--- config.mk ---
export PLATFORM = sky130hd
export DESIGN_NAME = arbitro_nota_tono
export DESIGN_NICKNAME = d
export VERILOG_FILES = /design/src/rtl/arbitro_nota_tono.sv
export SDC_FILE = /design/constraint.sdc
export NUM_CORES = 1
export LEC_CHECK = 0
export ABC_AREA = 1
export CORE_UTILIZATION = 54
export CTS_CLUSTER_DIAMETER = 120
export DETAILED_ROUTE_END_ITERATION = 10
export PLACE_DENSITY = 0.75
export SYNTH_ARGS = -nofsm -noshare
export SYNTH_HDL_FRONTEND = slang
export SYNTH_SLANG_ARGS = --single-unit
--- constraint.sdc ---
create_clock -name clk -period 2.01 [get_ports clk]
set_input_delay 0.402 -clock clk [delete_from_list [all_inputs] [get_ports clk]]
set_output_delay 0.402 -clock clk [all_outputs]
set_load 0.01 [all_outputs]
--- src/rtl/arbitro_nota_tono.sv ---
// Round-robin arbiter for the shared tone-generator note bus: grants one mode
// controller at a time, holds its latched note for a bounded time, then a silence gap.
module arbitro_nota_tono #(
    parameter int MIN_HOLD = 5_000_000,
    parameter int MAX_HOLD = 50_000_000,
    parameter int GAP      = 2_500_000
) (
    input  logic       clk,
    input  logic       reset,
    input  logic [2:0] req,
    input  logic [8:0] notas_in,
    output logic [2:0] grant,
    output logic [2:0] notaSalida,
    output logic [2:0] nota_done,
    output logic       busy,
    output logic [1:0] state_dbg
);

    typedef enum logic [1:0] {
        ST_IDLE = 2'd0,
        ST_PLAY = 2'd1,
        ST_GAP  = 2'd2
    } state_t;

    localparam logic [25:0] MIN_LAST = 26'(MIN_HOLD - 1);
    localparam logic [25:0] MAX_LAST = 26'(MAX_HOLD - 1);
    localparam logic [25:0] GAP_LAST = 26'(GAP - 1);

    state_t      state;
    logic [25:0] cnt;
    logic [1:0]  ptr;
    logic [1:0]  cur;

    logic [2:0]  nota_arr [3];
    logic [2:0]  elig;
    logic        pick_ok;
    logic [1:0]  pick_idx;
    logic [1:0]  cand;
    logic        exit_play;

    // Index arithmetic modulo 3; both operands are always in 0..2.
    function automatic logic [1:0] wrap_add(input logic [1:0] base, input logic [1:0] off);
        logic [2:0] s;
        s = {1'b0, base} + {1'b0, off};
        if (s >= 3'd3) begin
            s = s - 3'd3;
        end
        return s[1:0];
    endfunction

    always_comb begin
        for (int i = 0; i < 3; i++) begin
            nota_arr[i] = notas_in[3*i +: 3];
            elig[i]     = req[i] && (nota_arr[i] >= 3'd1) && (nota_arr[i] <= 3'd4);
        end
    end

    // Search downwards so the candidate closest to ptr is the one that sticks.
    always_comb begin
        pick_ok  = 1'b0;
        pick_idx = 2'd0;
        cand     = 2'd0;
        for (int k = 2; k >= 0; k--) begin
            cand = wrap_add(ptr, 2'(k));
            if (elig[cand]) begin
                pick_ok  = 1'b1;
                pick_idx = cand;
            end
        end
    end

    assign exit_play = ((cnt >= MIN_LAST) && !req[cur]) || (cnt == MAX_LAST);
    assign state_dbg = state;

    always_ff @(posedge clk or posedge reset) begin
        if (reset) begin
            state      <= ST_IDLE;
            grant      <= 3'b000;
            notaSalida <= 3'd0;
            nota_done  <= 3'b000;
            busy       <= 1'b0;
            cnt        <= 26'd0;
            ptr        <= 2'd0;
            cur        <= 2'd0;
        end else begin
            nota_done <= 3'b000;
            case (state)
                ST_IDLE: begin
                    if (pick_ok) begin
                        state      <= ST_PLAY;
                        grant      <= 3'b001 << pick_idx;
                        notaSalida <= nota_arr[pick_idx];
                        cur        <= pick_idx;
                        cnt        <= 26'd0;
                        ptr        <= wrap_add(pick_idx, 2'd1);
                        busy       <= 1'b1;
                    end
                end
                ST_PLAY: begin
                    if (exit_play) begin
                        state      <= ST_GAP;
                        nota_done  <= grant;
                        grant      <= 3'b000;
                        notaSalida <= 3'd0;
                        cnt        <= 26'd0;
                    end else begin
                        cnt <= cnt + 26'd1;
                    end
                end
                ST_GAP: begin
                    if (cnt == GAP_LAST) begin
                        state <= ST_IDLE;
                        busy  <= 1'b0;
                        cnt   <= 26'd0;
                    end else begin
                        cnt <= cnt + 26'd1;
                    end
                end
                default: begin
                    state      <= ST_IDLE;
                    grant      <= 3'b000;
                    notaSalida <= 3'd0;
                    busy       <= 1'b0;
                    cnt        <= 26'd0;
                end
            endcase
        end
    end

`ifndef SYNTHESIS
    a_grant_onehot : assert property (@(posedge clk) disable iff (reset) $onehot0(grant));
    a_done_onehot  : assert property (@(posedge clk) disable iff (reset) $onehot0(nota_done));
    a_grant_play   : assert property (@(posedge clk) disable iff (reset)
                                      (grant != 3'b000) |-> (state == ST_PLAY));
`endif

endmodule

# Word level (Yosys, flattened, before mapping)
# Index checks and enable logic that the tools add are counted.
# Widths: inputs -> output; s select.
# totals
inputBits,14
reg_bits,42
out_inout_bits,12
wordCells,96
# classes
n_shift,1
n_lt_le_gt_ge,16
add_sub_neg,8
n_bitwise,3
n_reduce_logical,14
eq_ne,7
n_mux,39
# op_table
operator,count
$mux 26,3
$pmux 26 s3,1
$add 26x1->26 const B,1
$eq 26x22->1 const B,1
$eq 26x26->1 const B,1
$ge 26x23->1 const B,1
$mux 3,7
$mux 2,10
$pmux 3 s3,2
$lt 2x3->1 const B,4
$ge 3x1->1 const B,3
$ge 3x2->1 const B,3
$le 3x3->1 const B,3
$mux 1,9
$reduce_and 3->1,3
$bmux 1 s2,4
$sub 2x2->2 const B,4
$logic_and 1x1->1,7
$add 2x1->3 const B,2
$bmux 3 s2,1
$ne 2x2->1 const B,3
$pmux 2 s3,1
$add 2x2->3 const B,1
$ge 3x3->1 const B,1
other kinds (11),12

# Longest topological paths before layout
# logic_depth
ltp_word,14
mapped_depth,14
ltp_nobuf,14

# Worst setup path before layout
# Ideal clock, no wire load.
# synth_path
path_kind,reg2reg
startpoint,register ptr[0]
endpoint,register ptr[0]
period_less_slack_ns,2.009
required_time_ns,1.884
n_path_buf,0
stages_incl_launch_ff,15
arrival_time_ns,1.883
path_slack_ns,0.001
setup_time_ns,0.126
path_cell_list,dfrtp_1 > inv_1 > ha_1 > inv_1 > nor2_1 > nand4_1 > nand2_1 > nor2_2 > nand2_1 > nand3_1 > nand2_1 > inv_1 > ha_1 > nand2_1 > o21ai_0
# synth_between
elab_chain_len,11
elab_cells_between_ends,28
cone_classes,7 x add/sub; 4 x order compare; 16 x mux; 1 x reduce/logical
# synth_rtl
element,line,source
from (decl),31,logic [1:0] ptr;
from (signal assigned),95,"ptr <= wrap_add(pick_idx, 2'd1);"
$add 2x2->3,44,"s = {1'b0, base} + {1'b0, off};"
$ge 3x2->1 / $sub 2x2->2 (equally long branches),"45, 46",
$mux 2,45,if (s >= 3'd3) begin
$bmux 1 s2,65,if (elig[cand]) begin
$mux 1 (not written as such),65,
$mux 2 (2 in series),65,
$mux 2 (*),65,
via pick_idx[0],37,logic [1:0] pick_idx;
$add 2x1->3 (*),44,
$ge 3x2->1 / $sub 2x2->2 (equally long branches),"45, 46",
$mux 2 (*),45,
# Mark *: on every way through the listed nets, which the timed path passes. The rest lies on a longest branch. The select of a mux whose other input is x is not followed.
# A chain may end at the register's enable or synchronous reset.

# Worst setup path in the final report
# layout_path
startpoint,register ptr[1]
endpoint,register grant[0]
# layout_between
elab_chain_len,11
elab_cells_between_ends,28
cone_classes,5 x add/sub; 3 x order compare; 1 x eq/ne; 1 x shift; 17 x mux; 1 x reduce/logical
# layout_rtl
element,line,source
$add 2x2->3,44,
$ge 3x2->1 / $sub 2x2->2 (equally long branches),"45, 46",
$mux 2,45,
$bmux 1 s2,65,
$mux 1 (not written as such),65,
$mux 2 (3 in series),65,
$shl 1x2->3,91,grant <= 3'b001 << pick_idx;
$mux 3,89,if (pick_ok) begin
$pmux 3 s3,87,case (state)
to (signal assigned),91,
to (decl),12,"output logic [2:0] grant,"
# Several ways; a longest one is shown, not always the timed one. The select of a mux whose other input is x is not followed.

==> reports/qor.csv <==
metric;value;unit
rows;29;
grt_pass1_vias;3545;
min_period;2.02;ns
r2r_end;grant[0];
clk_pin_slew;0.10;ns
end_kind;flop;
synth_cells;562;
finalHoldViolCount;0;
max-vdd-ir-drop;379;µV
powerDensity;381;nW/µm²
synth_commonest_cells;194 x nand2_1, 73 x inv_1, 67 x nand3_1;
dr.pass1.iters;5;
fin_cells;704;
cp_max_fo;6;
antenna_found_initial;0;
critPathCapture;grant[0];
num_vias;3884;
yosysTopAreaCell;dfrtp_1;
clk_latency;0.31;ns
outcome;finished, violations left;
synthDominantCellAreaShare;29.7;%
slew_violations;0;
root_buffer;clkbuf_8;
max_freq;0.496;GHz
grt_pass1_wl;17.4;mm
synth_ff_type;dfrtp_1;
syn_nets;586;
violations;negative setup slack;
synth_edf_count;0;
r2r_start;ptr[1];
grt.total_usage;31.1;%
worst_pin_slew;0.522;ns
cp.required;2.22;ns
fin_crit_sh;100;%
power_leakage;0.00235;µW
fin_worst_skew;0.00938;ns
clockBufferDepth;2;
cp.arrival;2.23;ns
core-area;6350;µm²
drcViolationCount;0;
synth_area;3540;µm²
synthMostInstantiatedCell;nand2_1;
via_per_inst;5.52;
cts_tree;built;
hold_path_class;input pin to async pin;
portBuffers;25;
die_y;83.0;µm
critPathLaunchType;flop;
area_growth;32.3;%
yosys_warnings;0;
synth-seq-area-share;29.7;%
dp_hpwl;7.60;mm
crit_start;ptr[1];
syn_area_per_cell;6.30;µm²
drive_gt1_share;23.4;%
rsz0062_at_grt;yes;
dp_cells;684;
ys_async_sr_fraction;100;%
cap_violations;0;
htreeDepth;2;
setup_slack;-0.00745;ns
cts_sinks;42;
wl;10.8;mm
slew_headroom;65.2;%
ff2ff_setup_slack;-0.007;ns
synth_area_leaders;dfrtp_1 30%, nand2_1 21%, nand3_1 9.5%, inv_1 7.7%, nand4_1 7.4%;
synth_seq_cells;42;
nets;650;
dieArea;6890;µm²
setup_violations;1;
antenna_cells;0;
gp_congestion;0.961;
grt_max_degree;34;
top_level_ports;26;
postLayoutCoreUtil;73.8;%
worst-setup-path-type;flop to flop;
antenna_left;0;
start_util;55.8;%
post_drt_wl_per_cell;15.3;µm
reg2reg_depth;13;
die_x;83.0;µm
synth_cell_type_count;30;
cts_buffers;5;
drt-initial-drc-count;223;
fin_area;4690;µm²
hold_buffers;0;
grt.overflow.total;0;
post_dp_cell_area;4140;µm²
power breakdown:
group | internal [µW] | total, µW | switching, µW | leakage, µW
clock network | 379 | 734 | 355 | 0.0000563
registers | 844 | 844 | 0 | 0.000545
logic | 95.8 | 210 | 115 | 0.00175
total | 1320 | 1790 | 469 | 0.00235
stage by stage:
step | setup WS, ns | hold slack (ns) | total power (µW) | setup TNS, ns
2_1_floorplan | 0.000795 | 0.469 | 930 | 0
3_3_place_gp | -0.327 | 0.464 | 1010 | -9.83
3_5_place_dp | -0.341 | 0.473 | 1010 | -10.77
4_1_cts | -0.0474 | 0.330 | 1750 | -0.0474
5_1_grt | -0.0898 | 0.357 | 1840 | -0.546
6_report | -0.00745 | 0.325 | 1790 | -0.00745
sequential cells by signal, indices dropped and copies added, names as in the netlist:
signal and cells:
notaSalida 3, cnt 26, grant 3, nota_done 3
ptr 2, busy 1, state_dbg 2, cur 2
layout by cell type (no fill, tap or decap), types with 2 or more instances in the layout:
master / count
buf_12: 4
buf_4: 40
buf_6: 8
clkbuf_8: 5
clkdlybuf4s50_1: 24
dfrtp_1: 34
dfrtp_2: 8
ha_1: 3
ha_4: 6
inv_1: 62
inv_2: 10
inv_4: 2
nand2_1: 184
nand2_2: 10
nand2_4: 5
nand3_1: 56
nand3_2: 11
nand3_4: 4
nand4_1: 42
nor2_1: 35
nor2_2: 10
nor2_4: 2
nor3_1: 7
nor3_2: 5
nor4_1: 2
o21ai_0: 7
o21ai_1: 5
o21ai_2: 4
xnor2_1: 2
xor2_1: 10
xor2_2: 2
timing repair:
| action | 4_1_cts | 5_1_grt |
|---|---|---|
| pin swaps | 4 | 22 |
| setup buffers | 3 | 9 |
| gates resized for setup | 8 | 85 |
| setup endpoints to repair | 35 | 39 |
per-layer routing:
layer / wire (µm) / share of wire, % / global-route usage (%) / vias up
met3: 624 / 5.8 / 4.87 / 16
li1: - / - / - / 1944
met2: 4980 / 46 / 47.2 / 124
met4: 172 / 1.6 / 7.21 / 0
met5: 0 / 0 / 0 / -
met1: 5020 / 47 / 46.4 / 1800
critical path: stages (launching register included):
cell	delay (ns)
dfrtp_1	0.45
inv_2	0.10
ha_4	0.16
inv_2	0.04
nor2_2	0.11
nand4_1	0.17
inv_2	0.14
a21oi_2	0.04
o21ai_2	0.17
nand2_4	0.14
buf_6	0.15
ha_4	0.14
nand2_2	0.05
nand2_1	0.04
cells by family after synthesis:
logic type | synth area share (%)
XOR/XNOR | 3.46
adder cells (fa/ha/maj) | 3.53
buffers and inverters | 11.1
AO/OA/AOI/OAI | 3.14
flip-flops | 29.7
AND/OR/NAND/NOR | 49.2
cell type report:
type	count	area [µm²]
tap	77	96.3
clock buffer	5	68.8
timing repair buffer	78	738
fill	527	1660
sequential	42	1060
clock inverter	3	48.8
multi-input combinational	423	2380
inverter	76	295
worst min-delay path by stage:
stage / end / depth (start not counted) / slack (ns)
after floorplan: cur[0] / 2 / 0.47
after global placement: notaSalida[1] / 2 / 0.46
after detailed placement: notaSalida[2] / 2 / 0.47
after CTS: nota_done[0] / 2 / 0.33
after global routing: nota_done[2] / 2 / 0.36
final: nota_done[0] / 2 / 0.32
Power figures use the tool's default switching activity.
